## src/rtl/posit_denormalize_pipe_pkg.sv

```systemverilog
// posit_denormalize_pipe_pkg: field-width helpers shared by the posit decode pipeline.
package posit_denormalize_pipe_pkg;
  typedef enum logic {NORMAL, EXTENDED} pd_mode_e;
  function automatic int get_scale_width(input int n, input int es, input pd_mode_e mode);
    return $clog2(n - 1) + 1 + es + (mode == EXTENDED ? 1 : 0);
  endfunction
  function automatic int get_fraction_width(input int n, input int es, input pd_mode_e mode);
    int fw;
    fw = (mode == EXTENDED) ? n - 1 : n - 3 - es;
    return fw < 1 ? 1 : fw;
  endfunction
  // Inter-stage word: {en, sign, nar, zero, r, m, magnitude}
  function automatic int get_mid_width(input int n);
    return 4 + $clog2(n) + n;
  endfunction
endpackage

```

## src/rtl/posit_denorm_lane_stage.sv

```systemverilog
// posit_denorm_lane_stage: combinational decode step for one lane; STAGE selects which step.
module posit_denorm_lane_stage
  import posit_denormalize_pipe_pkg::*;
#(
  parameter int N = 32,
  parameter int ES = 2,
  parameter int STAGE = 1,
  localparam int LW = $clog2(N),
  localparam int SW = get_scale_width(N, ES, NORMAL),
  localparam int FW = get_fraction_width(N, ES, NORMAL),
  localparam int MIDW = get_mid_width(N),
  localparam int IW = STAGE == 1 ? N + 1 : MIDW,
  localparam int OW = STAGE == 3 ? 3 + SW + FW : MIDW
) (
  input  logic [IW-1:0] d,
  output logic [OW-1:0] q
);
  localparam int ESW = ES > 0 ? ES : 1;
  typedef struct packed {logic en, sign, nar, zero, r; logic [LW-1:0] m; logic [N-2:0] mag;} mid_t;
  typedef struct packed {logic sign, nar, zero; logic [SW-1:0] scale; logic [FW-1:0] fraction;} lane_t;
  if (STAGE == 1) begin : g_s1
    mid_t o;
    logic [N-2:0] mag;
    logic rz;
    always_comb begin
      rz = ~|d[N-2:0];
      mag = d[N-1] ? -d[N-2:0] : d[N-2:0];
      o = '0;
      o.en = d[N];
      o.sign = d[N] & d[N-1];
      o.nar = o.sign & rz;
      o.zero = d[N] & ~d[N-1] & rz;
      o.mag = d[N] ? mag : '0;
      o.r = o.mag[N-2];
    end
    assign q = o;
  end else if (STAGE == 2) begin : g_s2
    mid_t i, o;
    logic [N-2:0] x;
    logic [LW-1:0] m;
    always_comb begin
      i = d;
      x = i.r ? ~i.mag : i.mag;
      m = LW'(N - 1);
      for (int b = 0; b < N - 1; b++) m = x[b] ? LW'(N - 2 - b) : m;
      o = i;
      o.m = m;
    end
    assign q = o;
  end else begin : g_s3
    mid_t i;
    lane_t o;
    logic [N-2:0] sh;
    logic [N+ES+FW-2:0] ext;
    logic [ESW-1:0] ex;
    logic [FW-1:0] fr;
    logic [SW-1:0] k, sc;
    logic special;
    always_comb begin
      i = d;
      sh = i.mag << (int'(i.m) + 1);
      // zero padding below the shifted bits covers truncated exponent/fraction
      ext = {sh, (ES + FW)'(0)};
      ex = ES > 0 ? ext[N+ES+FW-2 -: ESW] : '0;
      fr = ext[N+FW-2 -: FW];
      k = i.r ? SW'(i.m) - SW'(1) : SW'(0) - SW'(i.m);
      sc = (k << ES) | SW'(ex);
      special = ~i.en | i.nar | i.zero;
      o.sign = i.sign;
      o.nar = i.nar;
      o.zero = i.zero;
      o.scale = special ? '0 : sc;
      o.fraction = special ? '0 : fr;
    end
    assign q = o;
  end
endmodule

```

## src/rtl/posit_denormalize_pipe.sv

```systemverilog
// posit_denormalize_pipe: three-stage multi-lane posit decoder with valid/ready flow and NaR counter.
module posit_denormalize_pipe
  import posit_denormalize_pipe_pkg::*;
#(
  parameter int POSIT_WIDTH = 32,
  parameter int POSIT_ES = 2,
  parameter int NUM_LANES = 4,
  parameter int CNT_WIDTH = 16,
  localparam int SW = get_scale_width(POSIT_WIDTH, POSIT_ES, NORMAL),
  localparam int FW = get_fraction_width(POSIT_WIDTH, POSIT_ES, NORMAL)
) (
  input  logic                             clk,
  input  logic                             rst_n,
  input  logic                             s_valid,
  output logic                             s_ready,
  input  logic [NUM_LANES*POSIT_WIDTH-1:0] s_posit,
  input  logic [NUM_LANES-1:0]             s_lane_en,
  output logic                             m_valid,
  input  logic                             m_ready,
  output logic [NUM_LANES-1:0]             m_sign,
  output logic [NUM_LANES-1:0]             m_nar,
  output logic [NUM_LANES-1:0]             m_zero,
  output logic [NUM_LANES*SW-1:0]          m_scale,
  output logic [NUM_LANES*FW-1:0]          m_fraction,
  output logic [NUM_LANES-1:0]             m_guard,
  output logic [NUM_LANES-1:0]             m_round,
  output logic [NUM_LANES-1:0]             m_sticky,
  input  logic                             cnt_clr,
  output logic [CNT_WIDTH-1:0]             nar_count
);
  localparam int N = POSIT_WIDTH;
  localparam int MW = get_mid_width(N);
  localparam int LANEW = 3 + SW + FW;
  localparam int CW = CNT_WIDTH + $clog2(NUM_LANES + 1);
  typedef struct packed {logic sign, nar, zero; logic [SW-1:0] scale; logic [FW-1:0] fraction;} pd_lane_t;
  logic v1, v2, v3, en1, en2, en3;
  logic [NUM_LANES-1:0][MW-1:0] c1, s1, c2, s2;
  logic [NUM_LANES-1:0][LANEW-1:0] c3, s3;
  logic [NUM_LANES-1:0] nar_in;
  logic [CW-1:0] sum;
  logic [CNT_WIDTH-1:0] cnt_next;
  assign en3 = ~v3 | m_ready;
  assign en2 = ~v2 | en3;
  assign en1 = ~v1 | en2;
  assign s_ready = en1;
  assign m_valid = v3;
  assign m_guard = '0;
  assign m_round = '0;
  assign m_sticky = '0;
  for (genvar l = 0; l < NUM_LANES; l++) begin : g_lane
    pd_lane_t o;
    posit_denorm_lane_stage #(.N(N), .ES(POSIT_ES), .STAGE(1)) u_s1 (.d({s_lane_en[l], s_posit[l*N +: N]}), .q(c1[l]));
    posit_denorm_lane_stage #(.N(N), .ES(POSIT_ES), .STAGE(2)) u_s2 (.d(s1[l]), .q(c2[l]));
    posit_denorm_lane_stage #(.N(N), .ES(POSIT_ES), .STAGE(3)) u_s3 (.d(s2[l]), .q(c3[l]));
    assign nar_in[l] = c1[l][MW-3];
    assign o = s3[l];
    assign m_sign[l] = o.sign;
    assign m_nar[l] = o.nar;
    assign m_zero[l] = o.zero;
    assign m_scale[l*SW +: SW] = o.scale;
    assign m_fraction[l*FW +: FW] = o.fraction;
  end
  assign sum = CW'(nar_count) + CW'($countones(nar_in & {NUM_LANES{s_valid & s_ready}}));
  assign cnt_next = cnt_clr ? '0 : |sum[CW-1:CNT_WIDTH] ? '1 : sum[CNT_WIDTH-1:0];
  always_ff @(posedge clk or negedge rst_n) begin
    if (!rst_n) begin
      v1 <= 1'b0;
      v2 <= 1'b0;
      v3 <= 1'b0;
      s1 <= '0;
      s2 <= '0;
      s3 <= '0;
      nar_count <= '0;
    end else begin
      if (en1) v1 <= s_valid;
      if (en2) v2 <= v1;
      if (en3) v3 <= v2;
      if (en1 & s_valid) s1 <= c1;
      if (en2 & v1) s2 <= c2;
      if (en3 & v2) s3 <= c3;
      nar_count <= cnt_next;
    end
  end
endmodule

```

## config.mk

```make
export PLATFORM = sky130hd
export DESIGN_NAME = posit_denormalize_pipe
export DESIGN_NICKNAME = d
export VERILOG_FILES = /design/src/rtl/posit_denormalize_pipe_pkg.sv /design/src/rtl/posit_denorm_lane_stage.sv /design/src/rtl/posit_denormalize_pipe.sv
export SDC_FILE = /design/constraint.sdc
export NUM_CORES = 2
export LEC_CHECK = 0
export ABC_AREA = 1
export CAP_MARGIN = 15
export CORE_MARGIN = 1
export CORE_UTILIZATION = 45
export DETAILED_ROUTE_END_ITERATION = 10
export PLACE_DENSITY_LB_ADDON = 0.3
export SYNTH_ARGS = -nofsm -noshare
export SYNTH_HDL_FRONTEND = slang
export SYNTH_SLANG_ARGS = --single-unit
```

## constraint.sdc

```tcl
create_clock -name clk -period 6.79 [get_ports clk]
set_clock_uncertainty 0.2 [all_clocks]
set_input_delay 1.358 -clock clk [delete_from_list [all_inputs] [get_ports clk]]
set_output_delay 1.358 -clock clk [all_outputs]
set_load 0.005 [all_outputs]
```

# Word level (Yosys, flattened, before mapping)
# Cells that the tools add are included.
word_totals:
  ff_bits: 479
  word_cells: 249
op_classes:
  n_addsub: 20
  n_shift: 4
  muxes: 150
  n_bitwise: 50
  n_reduce_logical: 9
ops:
  columns: ["cell", "count"]
  rows:
  - ["5-bit 2-to-1 mux", 120]
  - ["31-bit 2-to-1 mux", 12]
  - ["31-bit by 32-bit << shifter with 31-bit output", 4]
  - ["31-bit negator", 4]
  - ["31-bit NOT", 4]
  - ["31-bit OR reduction", 4]
  - ["27-bit 2-to-1 mux", 4]
  - ["16-bit 2-to-1 mux", 2]
  - ["8-bit 2-to-1 mux", 4]
  - ["8-bit by 2-bit bitwise OR with 8-bit output", 4]
  - ["5-bit by 1-bit adder with 6-bit output (second input constant)", 4]
  - ["6-bit 2-to-1 mux", 4]
  - ["1-bit by 5-bit subtractor with 6-bit output (first input constant)", 4]
  - ["5-bit by 1-bit subtractor with 6-bit output (second input constant)", 4]
  - ["1-bit AND", 19]
  - ["16-bit by 3-bit adder with 17-bit output", 1]
  - ["1-bit NOT", 11]
  - ["1-bit bitwise OR", 11]
  - ["1-bit by 1-bit adder with 2-bit output", 2]
  - ["4-bit AND", 1]
  - ["1-bit logical NOT", 4]
  - ["1-bit 2-to-1 mux", 4]
  - ["2-bit by 2-bit adder with 3-bit output", 1]
  - ["3-bit OR reduction", 1]

# Logic depth before layout (Yosys ltp)
depth:
  word_depth: 33
  mapped_depth: 34

# Hierarchy
# A second synthesis with hierarchy kept.
hier_totals:
  hier_cells: 4720
  hier_area_um2: 36228.5
by_module_without_submodules:
  columns: ["mod", "instances", "cells_per_inst", "area_per_inst_um2"]
  rows:
  - ["posit_denormalize_pipe", 1, 1516, 19887.8]
  - ["posit_denorm_lane_stage at g_lane[0].u_s3 ...", 4, 387, 1953.1]
  - ["posit_denorm_lane_stage at g_lane[0].u_s1 ...", 4, 261, 1223.7]
  - ["posit_denorm_lane_stage at g_lane[0].u_s2 ...", 4, 153, 908.4]

# Worst setup path before layout
# Ideal clock, no wire load.
synth_path:
  path_kind: "input to register"
  start: "in s_posit[0]"
  end: "reg nar_count[14]"
  setup_time_ns: 0.063
  t_arrival_ns: 5.528
  t_required_ns: 6.527
  path_slack_ns: 0.999
  cell_stages: 33
  path_buffers: 1
  path_cell_list: "inv_1 -> ha_1 -> inv_1 -> nor4_1 -> inv_1 -> nor2_1 -> inv_1 -> nor3_1 -> nor3b_2 -> nand4_1 -> nor2_1 -> nand3_1 -> fa_1 -> fa_1 -> inv_1 -> fa_1 -> nand2_1 -> nor2_1 -> nand2_1 -> nor2_1 -> inv_1 -> nor2_1 -> inv_1 -> nor2_1 -> inv_1 -> nor2_1 -> inv_1 -> nor2_1 -> inv_1 -> buf_2 -> nand2_1 -> o21ai_0 -> inv_1"
synth_via:
  elab_chain_cells: 10
synth_rtl:
  columns: ["item", "line", "rtl"]
  rows:
  - ["start: declaration", "posit_denormalize_pipe.sv:16", "input logic [NUM_LANES*POSIT_WIDTH-1:0] s_posit,"]
  - ["31-bit OR reduction (*)", "posit_denorm_lane_stage.sv:26", "rz = ~|d[N-2:0];"]
  - ["1-bit logical NOT (*)", "posit_denorm_lane_stage.sv:26", null]
  - ["1-bit AND (*)", "posit_denorm_lane_stage.sv:31", "o.nar = o.sign & rz;"]
  - ["4-bit AND (*)", "posit_denormalize_pipe.sv:63", "assign sum = CW'(nar_count) + CW'($countones(nar_in & {NUM_LANES{s_valid & s_ready}}));"]
  - ["1-bit by 1-bit adder with 2-bit output (implied by the code) (*)", "posit_denormalize_pipe.sv:63", null]
  - ["2-bit by 2-bit adder with 3-bit output (implied by the code) (*)", "posit_denormalize_pipe.sv:63", null]
  - ["16-bit by 3-bit adder with 17-bit output (*)", "posit_denormalize_pipe.sv:63", null]
  - ["3-bit OR reduction", "posit_denormalize_pipe.sv:64", "assign cnt_next = cnt_clr ? '0 : |sum[CW-1:CNT_WIDTH] ? '1 : sum[CNT_WIDTH-1:0];"]
  - ["16-bit 2-to-1 mux (*) (2 in a row)", "posit_denormalize_pipe.sv:64", null]
  - ["via cnt_next[14]", "posit_denormalize_pipe.sv:41", "logic [CNT_WIDTH-1:0] cnt_next;"]
  - ["end signal: assignment", "posit_denormalize_pipe.sv:81", "nar_count <= cnt_next;"]
  - ["end: declaration", "posit_denormalize_pipe.sv:29", "output logic [CNT_WIDTH-1:0] nar_count"]
# Mark *: on every way through the listed nets, which the timed path passes. The rest lies on a longest branch.
# A chain may end at the register's enable or synchronous reset.

# Final worst setup path
layout_path:
  start: "in s_posit[1]"
  end: "reg nar_count[11]"
# The elaborated chain is that of the path after synthesis.

==> flow_summary_export.csv <==
group,metric,value,unit
outcome,outcome,"finished, final reports clean",
critical_path,crit_top_cell,"inv_1",
routing,dr_total_vias,26020,
clocking,cts_made_buffers,53,
critical_path,reg2reg_slack,2090,ps
global_route,first_global_vias,24300,
timing,finalSetupViolations,0,
critical_path,worstReg2RegEnd,"nar_count[11]",
power_and_ir_drop,swShare,44.23,%
yosys,ys_seq_elements,471,
clocking,clockBufferDepth,3,
power_and_ir_drop,power_leakage,15.32,nW
critical_path,crit_path_end_kind,"flip-flop",
power_and_ir_drop,ir_drop,0.2474,mV
power_and_ir_drop,combPwrFrac,51.1,%
global_route,grt_max_degree,140,
clocking,clock_sinks,471,
power_and_ir_drop,powerDensity,418.9,nW/um2
clocking,cts_tree,"done",
routing,first_pass_iters,7,
worst_hold_path,hold_path_class,"flip-flop to flip-flop",
routing,totalWireLength,78.44,mm
place,place_congestion,0.9324,
timing,period_needed,6151,ps
power_and_ir_drop,switchingPower,0.006320,W
yosys,synthArstFlopShare,100.0,%
final_layout,layout-drive-gt1-share,5.531,%
routing,ant_nets,0,
clocking,worstSkewPairLatency,600,ps
critical_path,worstSetupPathType,"input pin to flip-flop",
die,start_util,45.55,%
power_and_ir_drop,clkPwrFrac,21.3,%
timing,min_period_over_period,90.59,%
critical_path,cp-start-kind,"input pin",
yosys,postSynthCellCount,3909,
die,io_pins,319,
yosys,avgSynthCellArea,7.350,um2
global_route,busiest_layer,"met2",
run,maxCapViolCount,0,
power_and_ir_drop,p_int,0.007969,W
timing,max_freq,0.1626,GHz
global_route,track_usage,24.12,%
worst_hold_path,min-delay-start,"s2[80]",
yosys,netlist_area,28730,um2
routing,drt-initial-drc-count,1552,
final_layout,fillCellCount,6162,
clocking,h-tree-depth,2,
critical_path,crit_start,"s_posit[1]",
clocking,ctsHoldBuffers,0,
global_route,grt-ovfl-total,0,
final_layout,num-nets-final,4250,
timing,slew_violations,0,
clocking,cts_resized,0,
critical_path,cpMaxStageDelayCell,"fa_1",
global_route,grt_pass1_wl,126.6,mm
critical_path,max_stage_delay,560,ps
final_layout,final_common_cell,"nand2_1",
yosys,synth_ff_type,"dfrtp_1",
die,rows,92,
power_and_ir_drop,seqPwrFrac,27.7,%
worst_hold_path,min_to,"g_lane[1].o[37]",
yosys,synth_edf_count,0,
clocking,post_cts_buffers,0,
die,die_x,254.7,um
timing,fin_setup_tns,0,ps
yosys,yosys_warnings,0,
final_layout,area_delta_synth_final,18.72,%
critical_path,r2r-start,"m_valid",
yosys,yosysUniqueCellTypes,68,
place,dp_hpwl,58.53,mm
clocking,clkTransAtPathRegs,60,ps
global_route,use_met2,38.36,%
place,port_buffers,306,
global_route,antenna_found_initial,4,
critical_path,critPathArrivalTime,6490,ps
routing,drt-vias-per-instance,5.214,
routing,route.detailed.wl_per_inst,15.72,um
global_route,gr-usage-met3,5.501,%
critical_path,path_max_fanout,12,
routing,post-route-drc-count,0,
global_route,grt_use_met1,32.59,%
timing,final_hold_viol_count,0,
die,core-area,63080,um2
yosys,seq_area_frac_synth,41.02,%
timing,rsz0062_at_grt,"no",
timing,slew_headroom,25.97,%
clocking,root_buffer,"clkbuf_16",
critical_path,required,7120,ps
die,die_area,64860,um2
die,dieHeight,254.7,um
final_layout,final_cell_mix,"nand2_1 (1,117), o21ai_0 (554), dfrtp_1 (471)",
critical_path,r2r_cells,28,
worst_hold_path,whs_path_depth,2,
final_layout,utilization,54.07,%
timing,worst_pin_slew,1110,ps
[routing by layer]
metal	vias to the layer above	part of all wire (%)
met5	-	0.022
met4	4	2.7
met3	128	6.6
met2	626	45
met1	12010	45
li1	13250	-
[flip-flops by register name, summed over array words and instances (netlist names)]
signal,cells
nar_count,16
s2,160
v2,1
g_lane.o,152
v1,1
s1,140
m_valid,1
[worst max-delay path, delay by kind of cell]
| kind | cells | cell delay, ps |
|---|---|---|
| buf+inv | 13 | 1540 |
| fa+ha+maj | 4 | 1340 |
| compound gates | 2 | 230 |
| simple gates | 15 | 2010 |
[power by group through the flow]
stage	Clock [W]	Sequential, W	Combinational (W)
detailed placement	0	0.00401	0.00724
global placement	0	0.00399	0.00717
floorplan	0	0.00388	0.00518
finish	0.00304	0.00396	0.00730
CTS	0.00311	0.00396	0.00727
global route	0.00322	0.00405	0.00825
[cell families after synthesis]
family	synth area share, %
AO/OA/AOI/OAI	18.16
XOR/XNOR	5.744
adder cells (fa/ha/maj)	0.7751
buffers and inverters	8.618
flip-flops	41.02
multiplexers	1.010
other	0.01305
AND/OR/NAND/NOR	24.66
[synth_stat cells, drive strengths merged (6+ instances only)]
library cell | number | area (um2)
nor3 | 52 | 352.8
xor2 | 50 | 437.9
mux2i | 29 | 290.3
or2 | 20 | 125.1
xnor2 | 135 | 1212
a22o | 6 | 52.55
o32ai | 11 | 96.34
a31oi | 10 | 62.56
o211ai | 57 | 427.9
o22ai | 87 | 556.8
clkbuf | 176 | 690.7
a21oi | 91 | 474.2
nor4 | 20 | 162.6
dfrtp | 471 | 11790
and2 | 14 | 87.58
nor3b | 8 | 65.06
nand3 | 179 | 945.9
inv | 372 | 1396
buf | 52 | 377.9
ha | 13 | 162.7
nand2 | 1122 | 4219
nand4 | 13 | 81.33
nor2 | 258 | 985.9
o221ai | 39 | 341.6
o21ai | 568 | 2854
o31ai | 16 | 125.1
[layout make-up]
cell class              count  area (um2)  share of cell area, %
flip-flops and latches    471       11790                  34.55
repair buffers            350        3436                  10.07
inverters                 375        1410                  4.134
well taps                 846        1059                  3.103
multi-input cells        2846       14540                  42.63
diodes                      5       12.51                0.03668
clock inverters            24       287.8                 0.8437
clock buffers              74        1578                  4.625
[per-stage QoR]
step | power, W | hold WS (ps) | setup slack, ps | cells | instance area (um2)
3_3_place_gp | 0.01115 | 253.8 | 96.44 | 4888 | 32230
5_1_grt | 0.01551 | 307.9 | 120.1 | 4987 | 34100
6_report | 0.01429 | 270.8 | 639.1 | 4991 | 34110
4_1_cts | 0.01434 | 272.9 | 637.9 | 4986 | 34100
2_1_floorplan | 0.009068 | 242.2 | 999.1 | 3920 | 28770
3_5_place_dp | 0.01124 | 259.9 | 10.93 | 4888 | 32230
[how the worst max path moves through the flow]
stage                     to  slack, ps  depth (start not counted)
3_5_place_dp   nar_count[15]         10                         34
5_1_grt        nar_count[11]        120                         34
4_1_cts        nar_count[15]        640                         34
2_1_floorplan  nar_count[14]       1000                         33
3_3_place_gp   nar_count[11]        100                         34
6_report       nar_count[11]        640                         34
No activity file was read; power rests on OpenSTA's default activity.
